===== src/rtl/mux_nx1_stream.sv =====
// rtl/mux_nx1_stream.sv - N-input stream multiplexer with manual and round-robin selection
// Registered single-stage output; full throughput with simultaneous drain and load.
module mux_nx1_stream #(
  parameter  int WIDTH = 8,
  parameter  int N     = 4,
  localparam int SELW  = $clog2(N)
) (
  input  logic                 clk,
  input  logic                 rst_n,
  input  logic [N*WIDTH-1:0]   in_data,
  input  logic [N-1:0]         in_valid,
  output logic [N-1:0]         in_ready,
  input  logic [SELW-1:0]      sel,
  input  logic                 mode,
  output logic [WIDTH-1:0]     out_data,
  output logic [SELW-1:0]      out_chan,
  output logic                 out_valid,
  input  logic                 out_ready
);

  logic [WIDTH-1:0] out_data_q, out_data_d;
  logic [SELW-1:0]  out_chan_q, out_chan_d;
  logic             out_valid_q, out_valid_d;
  logic [SELW-1:0]  rr_ptr_q, rr_ptr_d;

  logic             grant_vld;
  logic [SELW-1:0]  grant_idx;
  logic [SELW-1:0]  rr_idx;
  logic [WIDTH-1:0] grant_data;
  logic             load_en;
  logic             xfer;

  // Round-robin scans from farthest to nearest so the channel closest after rr_ptr wins.
  always_comb begin
    grant_vld = 1'b0;
    grant_idx = '0;
    rr_idx    = '0;
    if (!mode) begin
      for (int i = 0; i < N; i++) begin
        if (sel == SELW'(i) && in_valid[i]) begin
          grant_vld = 1'b1;
          grant_idx = SELW'(i);
        end
      end
    end else begin
      for (int k = N; k >= 1; k--) begin
        rr_idx = SELW'((int'(rr_ptr_q) + k) % N);
        if (in_valid[rr_idx]) begin
          grant_vld = 1'b1;
          grant_idx = rr_idx;
        end
      end
    end
  end

  assign load_en = ~out_valid_q | out_ready;
  assign xfer    = rst_n & load_en & grant_vld;

  always_comb begin
    grant_data = '0;
    in_ready   = '0;
    for (int i = 0; i < N; i++) begin
      if (grant_idx == SELW'(i)) begin
        grant_data  = in_data[i*WIDTH +: WIDTH];
        in_ready[i] = xfer;
      end
    end
  end

  always_comb begin
    out_data_d  = out_data_q;
    out_chan_d  = out_chan_q;
    out_valid_d = out_valid_q;
    rr_ptr_d    = rr_ptr_q;
    if (xfer) begin
      out_data_d  = grant_data;
      out_chan_d  = grant_idx;
      out_valid_d = 1'b1;
      if (mode) begin
        rr_ptr_d = grant_idx;
      end
    end else if (out_ready) begin
      out_valid_d = 1'b0;
    end
  end

  always_ff @(posedge clk) begin
    if (!rst_n) begin
      out_data_q  <= '0;
      out_chan_q  <= '0;
      out_valid_q <= 1'b0;
      rr_ptr_q    <= SELW'(N - 1);
    end else begin
      out_data_q  <= out_data_d;
      out_chan_q  <= out_chan_d;
      out_valid_q <= out_valid_d;
      rr_ptr_q    <= rr_ptr_d;
    end
  end

  assign out_data  = out_data_q;
  assign out_chan  = out_chan_q;
  assign out_valid = out_valid_q;

endmodule

===== config.mk =====
export PLATFORM = sky130hd
export DESIGN_NAME = mux_nx1_stream
export DESIGN_NICKNAME = d
export VERILOG_FILES = /design/src/rtl/mux_nx1_stream.sv
export SDC_FILE = /design/constraint.sdc
export NUM_CORES = 1
export LEC_CHECK = 0
export BUFFER_PORTS_ARGS = -buffer_cell sky130_fd_sc_hd__buf_2
export CAP_MARGIN = 20
export CORE_MARGIN = 8
export CORE_UTILIZATION = 30
export CTS_BUF_LIST = sky130_fd_sc_hd__clkbuf_4 sky130_fd_sc_hd__clkbuf_8
export CTS_CLUSTER_DIAMETER = 200
export DETAILED_ROUTE_END_ITERATION = 8
export GPL_TIMING_DRIVEN = 0
export PLACE_DENSITY = 0.66
export SLEW_MARGIN = 40
export SYNTH_ARGS = -nofsm -noshare
export SYNTH_HDL_FRONTEND = slang
export SYNTH_SLANG_ARGS = --single-unit

===== constraint.sdc =====
create_clock -name clk -period 1.3 [get_ports clk]
set_input_delay 0.195 -clock clk [delete_from_list [all_inputs] [get_ports clk]]
set_output_delay 0.195 -clock clk [all_outputs]
set_load 0.005 [all_outputs]

# Yosys cells after proc, flatten, opt, wreduce, memory -nomap -nowiden
# Index checks and enable logic that the tools add are counted.
# classes
bitwise	4
div	0
order_cmp	4
n_mul	0
shifts	0
eq_ne	6
reduce_logical	8
add_sub_neg	4
muxes	35
# ops
cell	n
$mux W8	4
$mux W1	20
$mux W2	7
$lt A2 B3 Y1 const B	4
$bmux W1 S2	4
$eq A2 B2 Y1 const B	4
$add A2 B1 Y2 const B	2
$add A2 B2 Y2 const B	2
$eq A2 B1 Y1 const B	2
$logic_and A1 B1 Y1	4
$logic_not A2 Y1	2
$and A1 B1 Y1	2
$reduce_and A2 Y1	1
$reduce_bool A2 Y1	1
$not A1 Y1	1
$or A1 B1 Y1	1
# totals
memories	0
rom_bits	0
reg_bits	13
output_inout_bits	15
ramBits	0
latch_bits	0
wordCells	65

# Longest topological paths before layout
# logic_depth
word_depth	13
ltp_mapped	7
ltp_nobuf	6

# Worst setup path after synthesis
# OpenSTA, ideal clock, no wires.
# synth_timing
kind	reg2reg
start	register rr_ptr_q[0]
end	register out_data_q[0], in the netlist out_data[0]
arrival_time_ns	1.298
setup_time_ns	0.133
path_stages_with_launch	8
period_less_slack_ns	1.431
path_buffers	2
path_slack_ns	-0.131
path_cell_list	dfxtp_1 nand2b_1 o2111ai_1 o311ai_2 buf_6 buf_12 mux2i_1 o221ai_1
# synth_between
elab_chain_cells	13
# synth_lines
item	line_no	rtl
from (decl)	24	logic [SELW-1:0] rr_ptr_q, rr_ptr_d;
from (signal assigned)	92	rr_ptr_q <= SELW'(N - 1);
from (signal assigned)	97	rr_ptr_q <= rr_ptr_d;
$add A2 B1 Y2	47	rr_idx = SELW'((int'(rr_ptr_q) + k) % N);
$bmux W1 S2	48	if (in_valid[rr_idx]) begin
$mux W1 (not written as such)	48	
$mux W2 (4 in series)	48	
$mux W2	38	if (!mode) begin
$logic_not A2 Y1	63	if (grant_idx == SELW'(i)) begin
$mux W8 (4 in series)	63	
to (signal assigned)	94	out_data_q <= out_data_d;
to (decl)	21	logic [WIDTH-1:0] out_data_q, out_data_d;
# Parallel ways exist; a longest one is shown, timed or not. The select of a mux whose other input is x is not followed.
# A chain may end at the register's enable or synchronous reset.

# Final worst setup path
# layout_timing
start	register rr_ptr_q[0]
end	output port in_ready[1]
# layout_between
elab_chain_cells	10
# layout_lines
item	line_no	rtl
$add A2 B1 Y2	47	
$bmux W1 S2	48	
$mux W1 (not written as such)	48	
$mux W2 / $mux W1 (equally long branches) (4 in series)	48	
$mux W2 / $mux W1 (equally long branches)	38	
$eq A2 B1 Y1 / $and A1 B1 Y1 (equally long branches)	63, 57	
$mux W1 (*)	63	
to (decl)	12	output logic [N-1:0] in_ready,
# Every way passes the cells marked *; elsewhere a longest branch is shown, timed or not. The select of a mux whose other input is x is not followed.

==> summary by stage <==
Placed design
Summing all placed instances gives a cell area of 0.00128 sq mm. In this run the tool buffered the top-level ports with 56 buffer cells. The cell count after placement is between 150 and 200.

The placed wire-length estimate after detailed placement is 2450 um. The routability-driven placement congestion ratio is 0.766.

Setup path
At the worst endpoint, the required time is 1.11 ns. The register-to-register setup slack is -0.31 ns. STA classifies the critical path startpoint as a register.

The maximum fanout along the worst path is 4. The endpoint type of the worst setup path is an output port. The category of the most critical setup path is register to output port. Data on the critical path arrives at its endpoint at 1.55 ns.

GRT
The number of global-route vias before repair was ~1100. The initial antenna violation count was 0. For this run the aggregate overflow at the end of global routing stands at 0. For this run, the total global-route usage over all layers was measured as 11.9%. The first-pass GRT wire length is 5080 um. Entering global routing, the biggest net connects 11 pins.

Die
The initial utilization of the core area, before any placement, comes to 31.0%. The region available for standard cell placement spans roughly 0.003 sq mm. The die is 71.7 um wide. The overall die area is 0.00514 sq mm. The count of pins on the block boundary is 57. In this run the vertical extent of the chip is 71.7 um. The row count is 20.

Logic synthesis
The synthesized instance count is 108. Synthesis inferred 13 register bits. Each instance of the synthesized netlist takes up on average 8.62 sq um. The synthesized netlist devotes 0% of its cell area to XOR and XNOR gates.

The number of nets in the synthesized netlist is 150. Measured against the total synthesized area, the mux share comes to 20.4%. After synthesis, the cell types taking the most area are dfxtp_1 28%, mux2i_1 20%, o221ai_1 8.5%. The cell type with the highest aggregate area in the netlist is dfxtp_1.

The count of different cell masters after synthesis is 33. The adder and majority cell fraction of the synthesized area is 0%. After synthesis the cells add up to 931 sq um.

The total number of yosys warnings is 0. The combinational family with the most area after synthesis is compound AO/OA/AOI/OAI gates. The post-synthesis simple-gate area fraction is 21.0%. The area share of the leading cell type in the synthesized netlist is 28.0%.

The portion of the post-synthesis area used by sequential elements is 28.0%. The complex-gate fraction of the synthesized area is 23.5%.

STA
The slew at the pin closest to its max-slew limit is between 0.4 and 0.5 ns. The ratio of final minimum period to clock period is 134%. Timing would allow up to 0.573 GHz.

Headroom to the max-slew limit came out at a little over two thirds. The number of hold-slack violations in the final timing report was 0. The number of slew-limit violations in the final report is 0. The final clock skew is 0.00589 ns. The time the worst path needs with I/O delays and setup is 1.75 ns. In the post-route analysis, the smallest setup slack over all paths is -0.446 ns. Setup repair after global routing could not meet its margin everywhere. The final setup violation count is 14. After routing, the total negative slack on setup checks comes to -4.22 ns.

Layout
The final standard cell area without fillers is 0.00152 sq mm. The number of non-filler instances in the completed layout is 210. The area growth from synthesis to layout is 63.6%.

The post-layout net count is 220. The number of filler cells placed in the layout is 285. Leaving out fill and tap cells, the most frequent cell in the layout is buf_2.

Summing all multi-input logic gate instances after layout gives 743 sq um. The proportion of layout cells with a drive suffix above 1 is 57.1%. The end-of-flow core utilization is 50.7%.

Summing all flip-flop and latch instances after layout gives 269 sq um. In the layout the commonest cells are 56 x buf_2, 18 x mux2i_1, 10 x dfxtp_1. The number of diodes added for antenna fixing is 0.

Power
The sum of internal, switching and leakage power is 1.34 mW. In this run, flip-flops and latches consume 36.4% of the power. Combinational logic burns a little over two fifths of the power. The part of the power in the clock network is about 20%. Power spread over the standard cell area amounts to 882 mW/mm^2. The worst-case IR drop observed on VDD is 572 uV. The switching portion of total power is 33.4%. Cell internal power was estimated by the tool at 0.895 mW. The leakage power is 0.723 nW.

The power dissipated by switching net loads is 0.449 mW.

Drt
Summed over all layers, the routed wires come to about 3300 um. In the routed design, unresolved DRC markers number 0. In the final routed layout, each cell accounts on average for 15.9 um.

The first detailed-routing pass took 4 iterations. The first routing iteration left 28 violations. Summing over every cut layer, the via total after detailed routing is between 1000 and 1500. The residual antenna-violating net count after detailed routing is 0. After detailed routing, the number of vias per cell comes to 5.45.

Clock network
The maximum root-to-sink buffer count is 2. The number of buffers created by CTS is 3. The CTS tree is done. The insertion delay to the later sink of the worst-skew pair is between 0.2 and 0.3 ns. The cell sitting at the root of the clock tree is a clkbuf_4.

In this run the number of H-tree levels came out at 1. The tree built by TritonCTS fans out to 13 sinks. The CTS clock-pin slew for the worst setup and hold paths is 0.08 ns.

The number of hold buffers added after CTS was 0.

Run
The total of max-cap violations is 0.

Min path
The classification of the worst-slack hold path is input port to register.

Outcome
The checks that failed: negative setup slack. The run finished, with violations left.
[worst paths after layout]
check / from / endpoint / cells past startpoint
setup / recovery: rr_ptr_q[0]$_SDFFE_PN1P_ / in_ready[1] / 6
hold / removal: out_ready / out_valid$_SDFFE_PN0P_ / 3
setup reg to reg: rr_ptr_q[0]$_SDFFE_PN1P_ / out_data[3]$_SDFFE_PN0N_ / 8
hold reg to reg: out_data[2]$_SDFFE_PN0N_ / out_data[2]$_SDFFE_PN0N_ / 2
[power by group through the flow]
stage	Combinational, mW	Sequential (mW)	Clock (mW)
global route	0.628	0.496	0.309
floorplan	0.264	0.498	0
finish	0.581	0.490	0.273
detailed placement	0.456	0.494	0
global placement	0.447	0.491	0
CTS	0.512	0.486	0.277
[Yosys cell counts]
cell and count:
and2_1 1, inv_2 2, nand2_2 1, and4_1 1, o21ai_2 1, nand4_1 2, nand3b_1 2, clkbuf_1 2
o211ai_1 2, a31oi_4 1, nand3_1 8, o21ai_0 1, o2111ai_1 1, nor2b_1 2, a21oi_1 2, nand2b_1 3
nand2_1 9, o221ai_1 9, buf_2 1, dfxtp_1 13, o21a_1 1, a31o_2 1, buf_4 1, nor2_1 7
o31ai_1 1, inv_1 2, a31oi_1 1, buf_6 1, mux2i_1 19, o21ai_1 5, buf_12 1, nor3_1 3
o311ai_2 1
[layer usage]
| layer | part of all wire (%) | global-route usage (%) | up-vias | wire [um] |
|---|---|---|---|---|
| li1 | - | - | 557 | - |
| met1 | 38 | 12.6 | 545 | 1280 |
| met2 | 54 | 22.2 | 37 | 1800 |
| met3 | 6.1 | 3.91 | 6 | 205 |
| met4 | 1.5 | 2.72 | 0 | 50 |
| met5 | 0 | 0 | - | 0 |
[cell families after synthesis]
logic type      after synthesis
compound gates               27
buf+inv                      10
flops                        13
mux                          19
simple gates                 39
[stage by stage]
stage          setup slack (ns)  hold WS [ns]
2_1_floorplan           -0.0751         0.326
4_1_cts                  -0.476         0.183
6_report                 -0.446         0.192
5_1_grt                  -0.526         0.194
3_5_place_dp             -0.402         0.460
3_3_place_gp             -0.397         0.451
[worst max-delay path: stages, from the launching register on]
cell	delay, ns
dfxtp_4	0.38
nand2b_4	0.17
o21ai_2	0.08
o21ai_4	0.09
a31o_2	0.26
nor3_2	0.16
buf_2	0.13
[layout make-up]
| type | count | share of cell area (%) |
|---|---|---|
| well taps | 33 | 2.71 |
| inverters | 4 | 0.986 |
| repair buffers | 66 | 24.3 |
| plain buffers | 5 | 3.53 |
| clock buffers | 4 | 1.97 |
| multi-input cells | 85 | 48.8 |
| flip-flops and latches | 13 | 17.7 |
[state kept, by name (all words and copies together), names as in the netlist]
name       flops
out_valid      1
rr_ptr_q       2
out_chan       2
out_data       8
[timing repair]
| action | CTS | global route |
|---|---|---|
| setup buffers | 5 | 5 |
| pin swaps | 4 | 7 |
| setup endpoints to repair | 17 | 17 |
| gates resized for setup | 12 | 24 |
(Power assumes the default switching activity.)
